[src/rtl/credit_tracker_mc_pkg.sv]
// Shared types for the multi-channel command-credit tracker: channel FSM states,
// default widths and per-channel port bundles.
package credit_tracker_mc_pkg;

    localparam int DEF_NUM_CHANNELS = 4;
    localparam int DEF_CREDIT_WIDTH = 8;
    localparam int DEF_RESP_WIDTH   = 9;

    typedef enum logic [1:0] {
        IDLE = 2'd0,
        INIT = 2'd1,
        RUN  = 2'd2
    } credit_state_t;

    typedef logic [DEF_CREDIT_WIDTH-1:0]      credit_t;
    typedef logic signed [DEF_RESP_WIDTH-1:0] resp_credit_t;

    typedef struct packed {
        credit_t      room;
        logic         reinit;
        logic         valid_request;
        logic         valid_response;
        resp_credit_t response_credits;
    } CreditChannelIn;

    typedef struct packed {
        credit_t credits;
        logic    can_issue;
        logic    init_done;
        credit_t min_credits;
        logic    underflow_err;
        logic    overflow_err;
    } CreditChannelOut;

endpackage

[src/rtl/credit_tracker_mc_channel.sv]
// One independent credit pool: IDLE/INIT/RUN FSM, netted signed update with
// saturation, low-watermark tracking and sticky range errors.
module credit_tracker_mc_channel
    import credit_tracker_mc_pkg::*;
#(
    parameter int CREDIT_WIDTH = DEF_CREDIT_WIDTH,
    parameter int RESP_WIDTH   = DEF_RESP_WIDTH,
    parameter int RESERVE      = 0
) (
    input  logic                    clock,
    input  logic                    rstn,
    input  logic [CREDIT_WIDTH-1:0] room,
    input  logic                    reinit,
    input  logic                    valid_request,
    input  logic                    valid_response,
    input  logic [RESP_WIDTH-1:0]   response_credits,
    output logic [CREDIT_WIDTH-1:0] credits,
    output logic                    can_issue,
    output logic                    init_done,
    output logic [CREDIT_WIDTH-1:0] min_credits,
    output logic                    underflow_err,
    output logic                    overflow_err
);

    // Two guard bits keep credits + delta exact, so no result can wrap.
    localparam int SUM_W = CREDIT_WIDTH + 2;
    localparam logic [CREDIT_WIDTH-1:0] RESERVE_C = CREDIT_WIDTH'(RESERVE);

    credit_state_t state_reg, state_next;
    logic [CREDIT_WIDTH-1:0] credits_reg, credits_next;
    logic [CREDIT_WIDTH-1:0] room_max_reg, room_max_next;
    logic [CREDIT_WIDTH-1:0] min_reg, min_next;
    logic underflow_reg, underflow_next;
    logic overflow_reg, overflow_next;

    logic signed [SUM_W-1:0] delta;
    logic signed [SUM_W-1:0] sum;
    logic signed [SUM_W-1:0] room_max_s;

    always_comb begin
        delta = '0;
        if (valid_response) begin
            delta = {{(SUM_W-RESP_WIDTH){response_credits[RESP_WIDTH-1]}}, response_credits};
        end
        if (valid_request) begin
            delta = delta - SUM_W'(1);
        end
        sum        = $signed({2'b00, credits_reg}) + delta;
        room_max_s = $signed({2'b00, room_max_reg});
    end

    always_comb begin
        state_next     = state_reg;
        credits_next   = credits_reg;
        room_max_next  = room_max_reg;
        min_next       = min_reg;
        underflow_next = underflow_reg;
        overflow_next  = overflow_reg;
        case (state_reg)
            IDLE: state_next = INIT;
            INIT: begin
                state_next     = RUN;
                credits_next   = room;
                room_max_next  = room;
                min_next       = room;
                underflow_next = 1'b0;
                overflow_next  = 1'b0;
            end
            RUN: begin
                if (reinit) begin
                    state_next = INIT;
                end
                if (sum < 0) begin
                    credits_next   = '0;
                    underflow_next = 1'b1;
                end else if (sum > room_max_s) begin
                    credits_next  = room_max_reg;
                    overflow_next = 1'b1;
                end else begin
                    credits_next = sum[CREDIT_WIDTH-1:0];
                end
                // Issuing against an empty pool is an error even if a return nets it out.
                if (valid_request && (credits_reg == '0)) begin
                    underflow_next = 1'b1;
                end
                if (credits_next < min_reg) begin
                    min_next = credits_next;
                end
            end
            default: state_next = IDLE;
        endcase
    end

    always_ff @(posedge clock or negedge rstn) begin
        if (!rstn) begin
            state_reg     <= IDLE;
            credits_reg   <= '0;
            room_max_reg  <= '0;
            min_reg       <= '0;
            underflow_reg <= 1'b0;
            overflow_reg  <= 1'b0;
        end else begin
            state_reg     <= state_next;
            credits_reg   <= credits_next;
            room_max_reg  <= room_max_next;
            min_reg       <= min_next;
            underflow_reg <= underflow_next;
            overflow_reg  <= overflow_next;
        end
    end

    assign credits       = credits_reg;
    assign init_done     = (state_reg == RUN);
    assign can_issue     = (state_reg == RUN) && (credits_reg > RESERVE_C);
    assign min_credits   = min_reg;
    assign underflow_err = underflow_reg;
    assign overflow_err  = overflow_reg;

endmodule

[src/rtl/credit_tracker_mc.sv]
// Multi-channel PSL command-credit tracker: NUM_CHANNELS independent pools,
// the top level only slices the port arrays onto per-channel trackers.
module credit_tracker_mc
    import credit_tracker_mc_pkg::*;
#(
    parameter int NUM_CHANNELS = DEF_NUM_CHANNELS,
    parameter int CREDIT_WIDTH = DEF_CREDIT_WIDTH,
    parameter int RESP_WIDTH   = DEF_RESP_WIDTH,
    parameter int RESERVE      = 0
) (
    input  logic                                       clock,
    input  logic                                       rstn,
    input  logic [NUM_CHANNELS-1:0][CREDIT_WIDTH-1:0]  room,
    input  logic [NUM_CHANNELS-1:0]                    reinit,
    input  logic [NUM_CHANNELS-1:0]                    valid_request,
    input  logic [NUM_CHANNELS-1:0]                    valid_response,
    input  logic [NUM_CHANNELS-1:0][RESP_WIDTH-1:0]    response_credits,
    output logic [NUM_CHANNELS-1:0][CREDIT_WIDTH-1:0]  credits,
    output logic [NUM_CHANNELS-1:0]                    can_issue,
    output logic [NUM_CHANNELS-1:0]                    init_done,
    output logic [NUM_CHANNELS-1:0][CREDIT_WIDTH-1:0]  min_credits,
    output logic [NUM_CHANNELS-1:0]                    underflow_err,
    output logic [NUM_CHANNELS-1:0]                    overflow_err
);

    generate
        for (genvar gi = 0; gi < NUM_CHANNELS; gi++) begin : g_channel
            credit_tracker_mc_channel #(
                .CREDIT_WIDTH (CREDIT_WIDTH),
                .RESP_WIDTH   (RESP_WIDTH),
                .RESERVE      (RESERVE)
            ) u_channel (
                .clock            (clock),
                .rstn             (rstn),
                .room             (room[gi]),
                .reinit           (reinit[gi]),
                .valid_request    (valid_request[gi]),
                .valid_response   (valid_response[gi]),
                .response_credits (response_credits[gi]),
                .credits          (credits[gi]),
                .can_issue        (can_issue[gi]),
                .init_done        (init_done[gi]),
                .min_credits      (min_credits[gi]),
                .underflow_err    (underflow_err[gi]),
                .overflow_err     (overflow_err[gi])
            );
        end
    endgenerate

endmodule

[config.mk]
export PLATFORM = sky130hd
export DESIGN_NAME = credit_tracker_mc
export DESIGN_NICKNAME = d
export VERILOG_FILES = /design/src/rtl/credit_tracker_mc_pkg.sv /design/src/rtl/credit_tracker_mc_channel.sv /design/src/rtl/credit_tracker_mc.sv
export SDC_FILE = /design/constraint.sdc
export NUM_CORES = 1
export LEC_CHECK = 0
export ABC_AREA = 1
export BUFFER_PORTS_ARGS = -buffer_cell sky130_fd_sc_hd__buf_2
export CAP_MARGIN = 25
export CORE_UTILIZATION = 24
export CTS_CLUSTER_DIAMETER = 120
export DETAILED_ROUTE_END_ITERATION = 6
export GPL_ROUTABILITY_DRIVEN = 0
export PLACE_DENSITY_LB_ADDON = 0.15
export SYNTH_ARGS = -nofsm -noshare
export SYNTH_HDL_FRONTEND = slang
export SYNTH_SLANG_ARGS = --single-unit
[constraint.sdc]
create_clock -name clock -period 5.64 [get_ports clock]
set_input_delay 0.564 -clock clock [delete_from_list [all_inputs] [get_ports clock]]
set_output_delay 0.564 -clock clock [all_outputs]
set_load 0.02 [all_outputs]
* Word-level counts from Yosys, hierarchy flattened
Index checks and enable logic that the tools add are counted.
** Operators by class
- Mux-type cells :: 64
- Equality and inequality tests :: 28
- Magnitude comparators :: 16
- Reductions and logical operators :: 32
- $add $sub $neg :: 8
** Operator list (number)
- $mux 8 :: 16
- $pmux 8 s2 :: 8
- $mux 10 :: 8
- $add 9x10->10 :: 4
- $gt 10x9->1 :: 4
- $lt 10x1->1 const B :: 4
- $sub 10x2->10 const B :: 4
- $gt 8x1->1 const B :: 4
- $logic_not 8->1 :: 4
- $lt 8x8->1 :: 4
- $ne 2x2->1 const B :: 16
- $pmux 2 s3 :: 4
- $mux 1 :: 16
- $pmux 1 s2 :: 8
- $reduce_and 2->1 :: 8
- $ne 3x3->1 const B :: 4
- $reduce_and 3->1 :: 4
- $eq 2x1->1 const B :: 4
- $eq 2x2->1 const B :: 4
- $logic_and 1x1->1 :: 8
- $logic_not 2->1 :: 4
- $mux 2 :: 4
- $reduce_bool 2->1 :: 4
** Storage, ports and cells
- Register bits :: 112
- Word-level logic and storage cells :: 172

* Longest topological paths before layout
Gate-level depths: netlist of run 1.
- Word-level depth :: 11
- Mapped depth :: 36
- Mapped depth without buffers :: 35

* Hierarchy
From an unflattened synthesis of run 1, not the netlist that was laid out.
** Unflattened totals
- Cells, all modules :: 1420
- Area total of the unflattened synthesis :: 10198.5 sq um
** Modules (own cells, without submodules)
- credit_tracker_mc_channel at g_channel[1].u_channel ... :: times used 2, area an instance 2555.0 sq um, cells each 357
- credit_tracker_mc_channel at g_channel[0].u_channel :: times used 1, area an instance 2578.7 sq um, cells each 353
- credit_tracker_mc_channel at g_channel[3].u_channel :: times used 1, area an instance 2509.9 sq um, cells each 353

* Least setup slack after synthesis of run 1
OpenSTA, ideal clock, no wires.
- Path type :: input-to-reg
- Start :: input port valid_response[3]
- End :: register g_channel[3].u_channel.min_reg[4]
- Slack :: 607 ps
- Stages on the path :: 29
- Buffers on the path :: 2
- Arrival :: 4967 ps
- Required time :: 5574 ps
- Cells stage by stage :: buf_6 -> nand2_4 -> ha_1 -> o21ai_0 -> ha_1 -> nand3_1 -> nand2_1 -> a21oi_1 -> nor2_1 -> o21ai_1 -> nand3_1 -> nand2_1 -> inv_1 -> ha_1 -> nand2_1 -> inv_1 -> a221o_1 -> nand2_1 -> nand2_1 -> clkbuf_1 -> a211oi_1 -> ha_1 -> nand2_1 -> nor2_1 -> a2111oi_0 -> nand2_4 -> nand2_4 -> nand2_1 -> nand2_1
** Between the ends
- Cells in the longest elaborated chain, start to end :: 11
- Elaborated cells between the ends (all ways) :: 14
- Classes of those cells :: 2 x add/sub; 3 x order compare; 1 x eq/ne; 7 x mux; 1 x reduce/logical
** Ends and longest elaborated chain
- from (decl) :: RTL line credit_tracker_mc.sv:16 : input logic [NUM_CHANNELS-1:0] valid_response,
- $mux 10 (*) :: RTL line credit_tracker_mc_channel.sv:42 : if (valid_response) begin
- $sub 10x2->10 :: RTL line credit_tracker_mc_channel.sv:46 : delta = delta - SUM_W'(1);
- $mux 10 (*) :: RTL line credit_tracker_mc_channel.sv:45 : if (valid_request) begin
- $add 9x10->10 (*) :: RTL line credit_tracker_mc_channel.sv:48 : sum = $signed({2'b00, credits_reg}) + delta;
- $gt 10x9->1 :: RTL line credit_tracker_mc_channel.sv:76 : end else if (sum > room_max_s) begin
- $mux 8 :: RTL line credit_tracker_mc_channel.sv:76
- $mux 8 (*) :: RTL line credit_tracker_mc_channel.sv:73 : if (sum < 0) begin
- $mux 8 (*) :: RTL line credit_tracker_mc_channel.sv:59 : case (state_reg)
- $lt 8x8->1 :: RTL line credit_tracker_mc_channel.sv:86 : if (credits_next < min_reg) begin
- $ne 2x2->1 (no line)
- $reduce_and 2->1 (no line)
- to (signal assigned) :: RTL line credit_tracker_mc_channel.sv:106 : min_reg <= min_next;
- to (decl) :: RTL line credit_tracker_mc_channel.sv:32 : logic [CREDIT_WIDTH-1:0] min_reg, min_next;
Every way passes the cells marked *; elsewhere a longest branch is shown, timed or not. The select of a mux whose other input is x is not followed.
A chain may end at the register's enable or synchronous reset.

* Worst setup path after layout of run 1
- Start :: input port valid_response[3]
- End :: register g_channel[3].u_channel.min_reg[6]
Same word-level chain as after synthesis.

==> results of run 1 <==
## stage by stage
step           utilization (%)  hold WS, ns
6_report                  28.5        0.264
5_1_grt                   28.5        0.319
4_1_cts                   28.5        0.288
3_5_place_dp              27.7        0.474
3_3_place_gp              27.7        0.477
2_1_floorplan                -        0.268
## metal layers
metal | vias to the layer above | GRT usage [%] | routed length, um
met1 | 4000 | 19.3 | 14700
met5 | - | 0 | 0
met2 | 135 | 22.7 | 12700
li1 | 4590 | - | -
met3 | 19 | 2.26 | 956
met4 | 0 | 3.97 | 359
## cells in the mapped netlist (5+ instances only)
cell type	number
dfrtp_1	112
inv_2	5
o21ai_0	116
nor2_2	5
nand3_2	6
a21oi_1	62
buf_6	5
a31oi_1	13
xor2_1	34
ha_1	112
xnor2_1	12
nand2_2	25
buf_4	16
nand2_4	22
nor2_1	51
o21bai_1	6
inv_1	206
clkbuf_1	20
nand4_2	6
nand2_1	369
nand4_1	16
nand3_1	65
## what timing repair did
item | CTS | global route
setup endpoints to repair | 0 | 8
endpoints found under the hold margin | 0 | 0
hold buffers | 0 | 0
gates resized for setup | 0 | 3
## logic make-up after synthesis
kind of cell | synth area share [%]
simple gates | 28.6
buf+inv | 10.8
flops | 28.4
fa+ha+maj | 15.0
xor+xnor | 4.42
mux | 0.114
compound gates | 12.7
## critical path, delay by kind of cell
kind / cells / cell delay, ns
compound gates: 6 / 1.79
fa+ha+maj: 4 / 1.23
buf+inv: 4 / 0.49
simple gates: 15 / 1.45
## area by class of cell
type / instances / area, um2
Multi-Input combinational cell: 972 / 5990
Clock inverter: 7 / 71.3
Inverter: 213 / 801
Timing Repair Buffer: 168 / 861
Sequential cell: 112 / 2800
Clock buffer: 9 / 225
Tap cell: 525 / 657
Fill cell: 4456 / 28700
## power by group
group	switching, mW	total [mW]	leakage (nW)	internal, mW
sequential	0.311	1.52	1.39	1.21
clock	0.351	0.697	0.138	0.346
combinational	3.50	5.34	4.74	1.85
## final timing paths
path,startpoint,endpoint,slack (ns),cells after the start
max,valid_response[3],g_channel[3].u_channel.min_credits[6],0.43,29
min,rstn,g_channel[0].u_channel.credits[7],0.26,1
max reg2reg,g_channel[3].u_channel.credits[2],g_channel[3].u_channel.min_credits[6],0.98,25
min reg2reg,g_channel[2].u_channel.overflow_err,g_channel[2].u_channel.overflow_err,0.49,2
max in group asynchronous,rstn,g_channel[2].u_channel.room_max_reg[2],4.09,2
min in group clock,room[26],g_channel[3].u_channel.room_max_reg[2],0.41,3
==> flow_metrics.tcl, run 1 <==
set metrics [dict create \
    fin_total_pwr_mw 7.56 \
    endpoint_kind "flip-flop" \
    final_cell_mix "nand2_1, inv_1, buf_2" \
    worstPathMaxFanout 11 \
    grt_max_degree 58 \
    layout-drive-gt1-share_pct 18.8 \
    cts_tree "built" \
    ir_drop_mv 0.205 \
    path_class "in -> reg" \
    core_area_mm2 0.0401 \
    dr.pass1.iters 5 \
    grt_use_total_pct 14.1 \
    synth.area.top_cells "dfrtp_1, ha_1, nand2_1" \
    start_util_pct 24.6 \
    die_area_mm2 0.0419 \
    yosys.area.top_type "dfrtp_1" \
    portBuffers 161 \
    cts_buffers 9 \
    timing.final.ws_setup_ns 0.434 \
    critPathRequiredTime_ns 5.96 \
    die_w_um 205 \
    ys_warn_count 0 \
    synth_ff_type "dfrtp_1" \
    drt-vias-per-instance 4.36 \
    cts.sink_count 112 \
    rows 73 \
    totalWireLength_mm 28.8 \
    synthDistinctLibCells 51 \
    ys_seq_elements 112 \
    synthCells 1340 \
    cellLeakagePower_nw 6.26 \
    start_kind "primary input" \
    diodes 0 \
    crit_path_top_delay_cell "a211oi_1" \
    fin_setup_tns_ns 0 \
    final_common_cell "nand2_1" \
    synth_edf_count 0 \
    grt_pass1_vias 8731 \
    worst_skew_pair.late_latency_ns 0.39 \
    fp.dieH_um 205 \
    async_flop_share_pct 100 \
    grt_pass1_wl_mm 46.3 \
    dpl-instance-area_mm2 0.0111 \
    finalCriticalPeriod_ns 5.21 \
    dp_slack_ns 0.0227 \
    place_hpwl_mm 23.6 \
    yosysSeqAreaShare_pct 28.4 \
    fin_nets 1674 \
    syn-mean-instance-area_um2 7.36 \
    crit_top_cell "nand2_1" \
    synth_top_area_share_pct 28.4 \
    finish.instance_area_mm2 0.0114 \
    dp.cells 1990 \
    fin_crit_sh_pct 92.3 \
    vias 8744 \
    synthesis.area_mm2 0.00986 \
    arrival_ns 5.53 \
    cts.htree.levels 3 \
    holdCritPathClass "in -> async" \
    drc 0 \
    worstMarginPinSlew_ns 0.799 \
    rsz0062_at_grt "false" \
    slowest_delay_ns 0.46 \
    cts_root_buffer "clkbuf_16" \
    syn_to_final_growth_pct 15.8 \
    clkTransAtPathRegs_ns 0.08 \
    overflow 0 \
    cts_setup_buffers 0 \
    syn_nets 1538 \
    antenna_found_initial 0 \
    post_layout_nonfiller_instances 2006 \
    finalClockSkew_ns 0.0116 \
    dr.first_iter.drc_count 373 \
    cap_violations 0 \
    clk_path_buf_depth 2 \
    io_pins 162 \
    finalHoldViolCount 0 \
    timing.final.max_slew_violations 0 \
    powerDensity_mw_per_mm2 663 \
    wire_per_inst_um 14.3 \
    ant_nets 0 \
    final-setup-viol-count 0 \
    max_clock_freq_mhz 192 \
    status "finished, final reports clean" \
    maxSlewHeadroom_pct 46.8 \
]
Note: power is estimated with default switching activity, not from simulation.
==> run 2, diff against run 1 <==
GPL_TIMING_DRIVEN = 0   (was not set)
==> run 2 against run 1 <==
Net effect: clock power is 5.0% lower; total power rose by 1.8%; clock-buffer cell count rose by 2; cell count increased by 1.7%; combinational power increased by 3%; sequential cell count unchanged; wire length up 0.61%; non-clock buffer count increased by 35; register-to-register slack barely moved; utilization grew 0.63 points; largest cell class unchanged.
==> flow_metrics.tcl, run 2 (synthesis results as in run 1) <==
set metrics [dict create \
    status "finished, final reports clean" \
    io_pins 162 \
    endpoint_kind "flip-flop" \
    worst_skew_pair.late_latency_ns 0.37 \
    crit_top_cell "nand2_1" \
    post_layout_nonfiller_instances 2041 \
    grt_use_total_pct 14.3 \
    n_fill_cell 4496 \
    cts.sink_count 112 \
    fin_crit_sh_pct 90.4 \
    dr.first_iter.drc_count 311 \
    dp_slack_ns -0.412 \
    die_area_mm2 0.0419 \
    slowest_delay_ns 0.47 \
    final_common_cell "nand2_1" \
    overflow 0 \
    ir_drop_mv 0.204 \
    wire_per_inst_um 14.2 \
    ant_nets 0 \
    diodes 0 \
    worstPathMaxFanout 10 \
    reg2reg_depth 24 \
    antenna_found_initial 0 \
    final-setup-viol-count 0 \
    cts.htree.levels 3 \
    fin_hold_ws_ns 0.0963 \
    drt-vias-per-instance 4.35 \
    core_area_mm2 0.0401 \
    worstMarginPinSlew_ns 0.605 \
    fin_setup_tns_ns 0 \
    vias 8886 \
    finalCriticalPeriod_ns 5.10 \
    cts_setup_buffers 0 \
    clkTransAtPathRegs_ns 0.08 \
    cts_tree "built" \
    cts_buffers 9 \
    holdCritPathClass "in -> async" \
    timing.final.ws_setup_ns 0.543 \
    drc 0 \
    portBuffers 159 \
    grt_pass1_vias 8811 \
    finalHoldViolCount 0 \
    critPathRequiredTime_ns 5.95 \
    start_util_pct 24.6 \
    totalWireLength_mm 28.9 \
    cts_root_buffer "clkbuf_16" \
    holdBufCountCts 0 \
    clk_path_buf_depth 2 \
    dr.pass1.iters 5 \
    start_kind "primary input" \
    cap_violations 0 \
    grt_max_degree 74 \
    arrival_ns 5.41 \
    maxSlewHeadroom_pct 59.5 \
    cellLeakagePower_nw 6.39 \
    rsz0062_at_grt "false" \
    die_w_um 205 \
    place_hpwl_mm 24.0 \
    max_clock_freq_mhz 196 \
    final_cell_mix "nand2_1, inv_1, buf_2" \
    powerDensity_mw_per_mm2 660 \
    grt_pass1_wl_mm 47.1 \
    dp.cells 2025 \
    crit_path_top_delay_cell "a2111oi_2" \
    fp.dieH_um 205 \
    finalClockSkew_ns 0.00861 \
    fin_nets 1709 \
    path_class "in -> reg" \
    timing.final.max_slew_violations 0 \
    rows 73 \
    layout-drive-gt1-share_pct 19.7 \
    syn_to_final_growth_pct 18.4 \
]
run 2: cell count changes in the layout (fill, tap and decap cells not counted), sizes merged:
cell	previous run	this run
clkinvlp	3	1
clkbuf	9	31
bufinv	1	0
buf	168	183
clkinv	4	5
run 2: per-layer routing:
metal  up-vias  track usage [%]  share of wire, %
met1      4076             19.5                50
li1       4674                -                 -
met2       116             23.4                46
met3        20             2.29               3.3
met4         0             3.36              0.99
met5         -                0                 0
run 2: worst max-delay path, delay by kind of cell:
| kind | cells | cell delay [ns] |
|---|---|---|
| AO/OA/AOI/OAI | 6 | 1.71 |
| buffers and inverters | 5 | 0.61 |
| adder cells (fa/ha/maj) | 4 | 1.04 |
| XOR/XNOR | 1 | 0.21 |
| AND/OR/NAND/NOR | 13 | 1.28 |
run 2: final cells by class:
class | instances | area (um2) | share of cell area (%)
well taps | 525 | 657 | 5.63
plain buffers | 43 | 263 | 2.25
multi-input cells | 972 | 6020 | 51.6
repair buffers | 160 | 830 | 7.11
flip-flops and latches | 112 | 2800 | 24.0
clock buffers | 11 | 253 | 2.17
clock inverters | 5 | 38.8 | 0.332
inverters | 213 | 801 | 6.86
run 2: metrics by stage:
step / area (um2) / util [%] / total power, mW
6_report: 11700 / 29.1 / 7.70
5_1_grt: 11700 / 29.1 / 8.70
4_1_cts: 11600 / 29.0 / 7.77
3_5_place_dp: 11300 / 28.3 / 7.04
3_3_place_gp: 11300 / 28.2 / 7.01
2_1_floorplan: 9860 / - / 5.45
run 2: final timing paths:
| kind | startpoint | to | slack (ns) |
|---|---|---|---|
| max | valid_response[3] | g_channel[3].u_channel.min_credits[5] | 0.54 |
| min | rstn | g_channel[0].u_channel.credits[7] | 0.1 |
| min in group clock | room[6] | g_channel[0].u_channel.room_max_reg[6] | 0.43 |
| max in group asynchronous | rstn | g_channel[2].u_channel.room_max_reg[0] | 4.80 |
| min reg2reg | g_channel[1].u_channel.overflow_err | g_channel[1].u_channel.overflow_err | 0.49 |
| max reg2reg | g_channel[3].u_channel.credits[2] | g_channel[3].u_channel.min_credits[5] | 0.99 |
run 2: timing repair:
action,4_1_cts,5_1_grt
endpoints found under the setup margin,4,32
pin swaps,0,0
resized for setup,1,14
run 2: power by group:
| group | internal (mW) | leakage [nW] | total (mW) | switching [mW] |
|---|---|---|---|---|
| Combinational | 1.93 | 4.86 | 5.52 | 3.59 |
| Sequential | 1.21 | 1.39 | 1.51 | 0.304 |
| Clock | 0.328 | 0.142 | 0.662 | 0.335 |
==> run 3, diff against run 2 <==
CORE_UTILIZATION = 55   (was 24)
==> run 3 against run 2 <==
Net effect: utilization increased by 36 points; combinational power decreased by 2%; sequential power about the same; final area decreased by 3.1%; setup slack got worse by 0.080 ns; largest cell class unchanged; highest routed layer unchanged; global-route usage increased by 13 points.
==> flow_metrics.tcl, run 3 (synthesis results as in run 1) <==
set metrics [dict create \
    wire_per_inst_um 13.8 \
    cellLeakagePower_nw 6.40 \
    maxSlewHeadroom_pct 56.8 \
    cts_tree "built" \
    totalWireLength_mm 24.1 \
    finish.instance_area_mm2 0.0113 \
    finalClockSkew_ns 0.00899 \
    grt_pass1_vias 8452 \
    timing.final.max_slew_violations 0 \
    arrival_ns 5.48 \
    powerDensity_mw_per_mm2 673 \
    portBuffers 159 \
    drt-vias-per-instance 5.23 \
    cts_buffers 9 \
    max_clock_freq_mhz 193 \
    place_hpwl_mm 19.4 \
    final_common_cell "nand2_1" \
    drc 0 \
    rows 48 \
    fin_nets 1709 \
    overflow 0 \
    worstMarginPinSlew_ns 0.647 \
    fp.dieH_um 136 \
    cts_setup_buffers 0 \
    die_area_mm2 0.0185 \
    cap_violations 0 \
    worstReg2RegEnd "g_channel[3].u_channel.min_credits[4]" \
    fin_crit_sh_pct 91.8 \
    dr.pass1.iters 5 \
    start_kind "primary input" \
    cts_resized 0 \
    syn_to_final_growth_pct 14.7 \
    finalHoldViolCount 0 \
    clk_path_buf_depth 2 \
    grt_max_degree 66 \
    io_pins 162 \
    worstPathMaxFanout 10 \
    ant_nets 0 \
    grt_pass1_wl_mm 39.7 \
    antenna_found_initial 1 \
    timing.final.ws_setup_ns 0.463 \
    dp_slack_ns -0.291 \
    layout-drive-gt1-share_pct 19.5 \
    final_cell_mix "nand2_1, inv_1, buf_2" \
    r2r_slack_ns 0.88 \
    slowest_delay_ns 0.35 \
    reg2reg_from "g_channel[3].u_channel.credits[2]" \
    reg2reg_depth 26 \
    dpl-instance-area_mm2 0.0110 \
    vias 9112 \
    fin_hold_ws_ns 0.118 \
    grt_use_total_pct 27.0 \
    die_w_um 136 \
    ir_drop_mv 0.371 \
    holdBufCountCts 0 \
    path_class "in -> reg" \
    cts.sink_count 112 \
    core_area_mm2 0.0174 \
    holdCritPathClass "in -> async" \
    worst_skew_pair.late_latency_ns 0.36 \
    critPathRequiredTime_ns 5.94 \
    crit_top_cell "nand2_1" \
    final-setup-viol-count 0 \
    status "finished, final reports clean" \
    dr.first_iter.drc_count 539 \
    cts_root_buffer "clkbuf_16" \
    crit_path_top_delay_cell "a2111oi_2" \
    finalCriticalPeriod_ns 5.18 \
    cts.htree.levels 3 \
    start_util_pct 56.6 \
    clkTransAtPathRegs_ns 0.08 \
    endpoint_kind "flip-flop" \
]
[run 3: changes by cell type in the layout (fill, tap and decap cells not counted), moves of 2 or more]
cell,delta
inv_8,+3
a2111oi_1,+3
clkbuf_8,-2
o21ai_1,-2
a2111oi_2,-3
o21ai_0,+2
clkinv_4,-2
[run 3: power by group]
part	switching (mW)	internal [mW]
clock network	0.335	0.360
registers	0.291	1.21
logic	3.50	1.91
total	4.13	3.48
[run 3: per-stage QoR]
stage	setup TNS, ns	total power [mW]	instances	util (%)
3_5_place_dp	-2.21	6.85	1725	63.0
6_report	0	7.61	1742	64.9
3_3_place_gp	-1.06	6.68	1724	62.8
5_1_grt	-0.110	8.48	1741	64.9
2_1_floorplan	0	5.45	1340	-
4_1_cts	0	7.59	1741	64.8
[run 3: metal layers]
layer / GRT usage, % / routed length, um
met1: 35.8 / 11000
met2: 45.9 / 11400
met3: 4.18 / 1320
met4: 6.67 / 354
met5: 0 / 0
[run 3: worst max path at each step]
stage / slack, ns / start / to
floorplan: 0.61 / valid_response[3] / g_channel[3].u_channel.min_credits[4]
finish: 0.46 / valid_response[3] / g_channel[3].u_channel.min_credits[4]
global route: -0.02 / valid_response[2] / g_channel[2].u_channel.min_credits[7]
CTS: 0.04 / valid_response[3] / g_channel[3].u_channel.min_credits[6]
detailed placement: -0.29 / valid_response[3] / g_channel[3].u_channel.min_credits[6]
global placement: -0.15 / valid_response[3] / g_channel[3].u_channel.min_credits[6]
[run 3: final cells by class]
class	instances	area, um2
Inverter	213	801
Sequential cell	112	2800
Clock buffer	9	225
Fill cell	1577	6110
Timing Repair Buffer	160	830
Antenna cell	1	2.50
Tap cell	225	282
Clock inverter	7	96.3
Buffer	43	262
Multi-Input combinational cell	972	6010
[run 3: critical path: cells and delay by family]
family	cells	cell delay [ns]
compound gates	7	1.64
simple gates	13	1.28
fa+ha+maj	4	1.10
buf+inv	6	0.68
xor+xnor	1	0.21
